===== src/rtl/hazard_ctrl.sv =====
// ============================================================================
// Module   : hazard_ctrl
// Purpose  : ID/EX hazard, branch-flush and memory-stall controller with
//            saturating stall and flush performance counters.
// Revision : 1.0
// ============================================================================
`default_nettype none

module hazard_ctrl #(
  parameter int FLUSH_CYCLES = 2,
  parameter int CNT_W        = 32
) (
  input  logic             clk,
  input  logic             reset,
  input  logic [4:0]       IF_ID_rs1,
  input  logic [4:0]       IF_ID_rs2,
  input  logic             id_uses_rs1,
  input  logic             id_uses_rs2,
  input  logic [4:0]       ID_EX_rd,
  input  logic             ID_EX_MemRead,
  input  logic             branch_taken,
  input  logic             mem_busy,
  output logic             pc_write,
  output logic             if_id_write,
  output logic             if_id_flush,
  output logic             id_ex_bubble,
  output logic             id_ex_hold,
  output logic [CNT_W-1:0] stall_count,
  output logic [CNT_W-1:0] flush_count
);

  localparam int FW = (FLUSH_CYCLES > 1) ? $clog2(FLUSH_CYCLES) : 1;

  typedef enum logic [0:0] {RUN = 1'b0, FLUSH = 1'b1} state_t;

  state_t        state;
  logic [FW-1:0] fcnt;
  logic          load_use;
  logic          flushing;

  assign load_use = ID_EX_MemRead && (ID_EX_rd != 5'd0) &&
                    ((id_uses_rs1 && (IF_ID_rs1 == ID_EX_rd)) ||
                     (id_uses_rs2 && (IF_ID_rs2 == ID_EX_rd)));

  assign flushing = (state == FLUSH) || branch_taken;

  // Controls act in the same cycle, so they are decoded directly from state and inputs.
  always_comb begin
    pc_write     = 1'b1;
    if_id_write  = 1'b1;
    if_id_flush  = 1'b0;
    id_ex_bubble = 1'b0;
    id_ex_hold   = 1'b0;
    if (reset) begin
      pc_write     = 1'b0;
      if_id_write  = 1'b0;
      if_id_flush  = 1'b1;
      id_ex_bubble = 1'b1;
    end else if (mem_busy) begin
      pc_write    = 1'b0;
      if_id_write = 1'b0;
      id_ex_hold  = 1'b1;
    end else if (flushing) begin
      if_id_flush  = 1'b1;
      id_ex_bubble = 1'b1;
    end else if (load_use) begin
      pc_write     = 1'b0;
      if_id_write  = 1'b0;
      id_ex_bubble = 1'b1;
    end
  end

  always_ff @(posedge clk or posedge reset) begin
    if (reset) begin
      state       <= RUN;
      fcnt        <= '0;
      stall_count <= '0;
      flush_count <= '0;
    end else if (mem_busy) begin
      // EX is frozen, so a pending branch_taken is still there when busy drops.
      if (stall_count != '1) stall_count <= stall_count + CNT_W'(1);
    end else if (state == FLUSH) begin
      if (flush_count != '1) flush_count <= flush_count + CNT_W'(1);
      fcnt <= fcnt - FW'(1);
      if (fcnt == FW'(1)) state <= RUN;
    end else if (branch_taken) begin
      if (flush_count != '1) flush_count <= flush_count + CNT_W'(1);
      if (FLUSH_CYCLES > 1) begin
        state <= FLUSH;
        fcnt  <= FW'(FLUSH_CYCLES - 1);
      end
    end else if (load_use) begin
      if (stall_count != '1) stall_count <= stall_count + CNT_W'(1);
    end
  end

endmodule

`default_nettype wire


===== config.mk =====
export PLATFORM = sky130hd
export DESIGN_NAME = hazard_ctrl
export DESIGN_NICKNAME = d
export VERILOG_FILES = /design/src/rtl/hazard_ctrl.sv
export SDC_FILE = /design/constraint.sdc
export NUM_CORES = 1
export LEC_CHECK = 0
export ABC_AREA = 1
export BUFFER_PORTS_ARGS = -buffer_cell sky130_fd_sc_hd__buf_2
export CAP_MARGIN = 20
export CORE_ASPECT_RATIO = 0.5
export CORE_MARGIN = 5
export CORE_UTILIZATION = 53
export DETAILED_ROUTE_END_ITERATION = 7
export GPL_TIMING_DRIVEN = 0
export PLACE_DENSITY_LB_ADDON = 0.12
export SYNTH_ARGS = -nofsm -noshare
export SYNTH_HDL_FRONTEND = slang
export SYNTH_SLANG_ARGS = --single-unit

===== constraint.sdc =====
create_clock -name clk -period 3.3 [get_ports clk]
set_input_delay 0.33 -clock clk [delete_from_list [all_inputs] [get_ports clk]]
set_output_delay 0.33 -clock clk [all_outputs]
set_load 0.1 [all_outputs]

# Word level (Yosys, flattened, before mapping)

Index checks and enable logic that the tools add are counted.
W data, S select, Z words.

Bits in registers: 66
Input bits: 22
Output and inout port bits: 69
Logic and storage cells: 51

$add $sub $neg: 3
Equal/unequal tests: 6
Muxes and demuxes: 26
Bitwise logic cells: 1
Reductions and logical operators: 11

Operator list:

| cell                    | number |
|---|---|
| $mux W32                | 8 |
| $add A32 B1 Y32 const B | 2 |
| $ne A32 B32 Y1 const B  | 2 |
| $mux W1                 | 18 |
| $eq A5 B5 Y1            | 2 |
| $reduce_bool A5 Y1      | 1 |
| $logic_and A1 B1 Y1     | 4 |
| $reduce_bool A2 Y1      | 2 |
| $reduce_and A3 Y1       | 1 |
| $logic_or A1 B1 Y1      | 2 |
| $ne A2 B1 Y1 const B    | 1 |
| $ne A2 B2 Y1 const B    | 1 |
| $reduce_and A2 Y1       | 1 |
| $not A1 Y1              | 1 |
| $sub A1 B1 Y1 const B   | 1 |

# Longest topological paths before layout

Depth in word-level cells: 8
Mapped depth: 12
Mapped depth without buffers: 11

# Least setup slack after synthesis

Ideal clock, no wire load.

Path type: in2out
From: input reset
To: output id_ex_bubble
Data arrival time: 3.534 ns
Required time: 2.970 ns
Setup slack: -0.564 ns
Cell stages on the path: 3
Path buffers: 0
Cells stage by stage: inv_1 nand2_1 a31o_2

Word-level cells in the longest chain between the ends: 1

RTL lines:

| what            | RTL line | RTL |
|---|---|---|
| start, declared | 14       | `input logic reset,` |
| $mux W1         | 54       | `if (reset) begin` |
| end, declared   | 26       | `output logic id_ex_bubble,` |

Every way passes these cells.

# Worst setup path after layout

From: input ID_EX_rd[2]
To: output pc_write

Word-level cells in the longest chain between the ends: 8
Elaborated cells on any way between the ends: 12
Those cells by class: 2 x eq/ne; 4 x mux; 6 x reduce/logical

RTL lines:

| what                                   | RTL line | RTL |
|---|---|---|
| start, declared                        | 19       | `input logic [4:0] ID_EX_rd,` |
| $eq A5 B5 Y1 (on tied branches)        | 42, 43   |  |
| $logic_and A1 B1 Y1 (on tied branches) | 42, 43   |  |
| $logic_or A1 B1 Y1                     | 42       | `((id_uses_rs1 && (IF_ID_rs1 == ID_EX_rd)) \|\|` |
| $logic_and A1 B1 Y1 *                  | 41       | `assign load_use = ID_EX_MemRead && (ID_EX_rd != 5'd0) &&` |
| $mux W1 *                              | 66       | `end else if (load_use) begin` |
| $mux W1 *                              | 63       | `end else if (flushing) begin` |
| $mux W1 *                              | 59       | `end else if (mem_busy) begin` |
| $mux W1 *                              | 54       |  |
| end, declared                          | 23       | `output logic pc_write,` |

Every way passes the cells marked *; elsewhere a longest branch is shown, timed or not.

==> results_dict.tcl <==
set metrics [dict create \
    status "finished, final reports clean" \
    power.ir.vdd_worst_v 0.000490 \
    cts_tree "yes" \
    fmax_ghz 0.414 \
    grt_pass1_vias 4263 \
    ctsResizeCount 0 \
    slowest_delay_ns 0.41 \
    tightest_slew_ns 0.577 \
    finalCriticalPeriod_ns 2.42 \
    max_slew_margin 0.615 \
    drc 0 \
    ctsLongestPathBuffers 2 \
    clk_pin_slew_ns 0.05 \
    worstSetupPathType "in -> out" \
    grt_max_degree 43 \
    syn_inst 658 \
    grt.total_usage 0.232 \
    cp-end-kind "output pin" \
    final_common_cell "nand2_1" \
    hold_buffers 0 \
    syn_area_um2 4560 \
    cts_made_buffers 9 \
    p_sw_frac 0.418 \
    post-dp-hpwl_mm 9.02 \
    drt_iter0_drc 263 \
    power.internal_uw 1630 \
    slew_violations 0 \
    ant_nets 0 \
    area_delta_synth_final_pct 19.5 \
    final_layout_size_suffix_gt1_frac 0.227 \
    overflow 0 \
    first_pass_iters 5 \
    clkLatencyLatePin_ns 0.33 \
    vias 4472 \
    combinationalPowerShare 0.331 \
    cts_setup_buffers 0 \
    clock_sinks 66 \
    setup_violations 0 \
    fill_cells 784 \
    avgSynthCellArea_um2 6.94 \
    hold_path_class "in -> async" \
    initial_core_util 0.557 \
    yosysSeqAreaShare 0.362 \
    dr_wl_met2_mm 5.65 \
    fp.coreArea_um2 8200 \
    place_congestion 0.914 \
    dr_wl_met3_um 613 \
    cp_max_fo 10 \
    root_buffer "clkbuf_16" \
    wl_met1_mm 5.43 \
    post_drt_wl_per_cell_um 13.5 \
    via_per_inst 5.11 \
    arrival_ns 2.09 \
    yosys_warnings 0 \
    fin_worst_skew_ns 0.00391 \
    wirelength_mm 11.8 \
    syn-num-nets 682 \
    nets 784 \
    io_buffers 90 \
    seqPwrFrac 0.344 \
    htreeDepth 3 \
    ys_ff_latch 66 \
    cp_slowest_cell "buf_2" \
    crit_buf_inv 7 \
    cp_top_family "buffers and inverters" \
    hold_viol 0 \
    critPathRequiredTime_ns 2.97 \
    grt_pass1_wl_mm 19.8 \
    synth_cell_types 30 \
    maxCapViolations 0 \
    die_w_um 141 \
    power_leakage_uw 0.00285 \
    ff_latch_area_um2 1650 \
    crit_top_cell "buf_4" \
    finalSetupTns_ns 0 \
    dieArea_um2 10700 \
    diodes 0 \
    multiInputGateArea_um2 2560 \
    die_y_um 75.6 \
    top_layer_used "met4" \
    antenna_found_initial 0 \
    std_cell_rows 23 \
    clkPwrFrac 0.325 \
    powerDensity_nw_per_um2 512 \
    io-pin-count 91 \
    crit_chain "buf_2 > inv_2 > nand4_1 > o21ai_1 > inv_1 > nand3_1 > nand2_1 > buf_4 > buf_4 > a21oi_2 > buf_4 > buf_2" \
    layout_common_cells "273 x nand2_1, 93 x buf_2, 77 x nor2_1" \
    total_power_uw 2800 \
    p_switching_uw 1170 \
    rsz0062_at_grt "no" \
    period_share 0.732 \
    start_kind "primary input" \
]
[metrics by stage]
step / utilization / hold WS (ns) / instances / setup WS [ns] / instance area [µm²]
2_1_floorplan: - / 0.478 / 658 / 0.0733 / 4570
3_3_place_gp: 0.629 / 0.487 / 860 / 0.342 / 5160
3_5_place_dp: 0.632 / 0.445 / 861 / 0.892 / 5180
4_1_cts: 0.665 / 0.0945 / 875 / 0.883 / 5460
5_1_grt: 0.665 / 0.136 / 875 / 0.788 / 5460
6_report: 0.665 / 0.0803 / 875 / 0.884 / 5460
[power by group through the flow]
stage	clock network (µW)	logic [µW]	registers, µW
after floorplan	0	329	1400
after global placement	0	912	969
after detailed placement	0	928	973
after CTS	924	932	960
after global routing	967	980	972
final	909	926	961
[Yosys cell counts, drive strengths merged]
library cell | count | area [µm²]
buf | 16 | 131
clkinv | 1 | 3.75
nand3 | 48 | 340
nand4 | 13 | 81.3
ha | 2 | 25.0
nand2 | 280 | 1080
and3 | 1 | 6.26
nor3 | 18 | 106
o21ai | 15 | 90.1
a21oi | 1 | 5.00
dfrtp | 66 | 1650
a31o | 1 | 8.76
inv | 58 | 218
nor3b | 1 | 7.51
xnor2 | 21 | 184
nor2 | 82 | 335
xor2 | 25 | 219
nand3b | 9 | 67.6
[metal layers]
| metal | up-vias | track usage |
|---|---|---|
| met1 | 2092 | 0.294 |
| li1 | 2252 | - |
| met3 | 21 | 0.0489 |
| met2 | 107 | 0.409 |
| met4 | 0 | 0.0709 |
| met5 | - | 0 |
[kinds of logic after synthesis]
logic type	Yosys count	share of synthesized area
fa+ha+maj	2	0.00548
simple gates	452	0.444
xor+xnor	46	0.0883
flops	66	0.362
buf+inv	75	0.0773
compound gates	17	0.0228
[worst paths after layout]
path                                 startpoint         endpoint  slack, ns  cells past startpoint
worst max-delay path                ID_EX_rd[2]         pc_write       0.88                     12
worst min-delay path                      reset   stall_count[6]       0.08                      2
worst max register to register   flush_count[0]  flush_count[17]       1.22                     11
worst min register to register  flush_count[31]  flush_count[31]       0.52                      2
max in group asynchronous                 reset  flush_count[13]       2.62                      3
min in group clk                       mem_busy            state       0.34                      3
[state kept, by name (all words and copies together) (netlist names)]
name and flops:
flush_count 32, stall_count 32, fcnt 1, state 1
[area by class of cell]
class	instances	share of cell area
Multi-Input combinational cell	517	0.470
Sequential cell	66	0.303
Timing Repair Buffer	91	0.0862
Clock buffer	10	0.0420
Inverter	59	0.0413
Tap cell	112	0.0257
Buffer	16	0.0241
Clock inverter	4	0.00825
[worst register-to-register path, cell delays in order, from the launching register on]
cell,delay (ns)
dfrtp_1,0.41
ha_1,0.26
inv_2,0.06
nor3_4,0.24
nand2_2,0.12
nor2_4,0.15
nand4_1,0.11
nand2_2,0.21
inv_2,0.12
buf_6,0.17
nand2_1,0.07
nand2_1,0.05
Note: power is estimated with default switching activity, not from simulation.
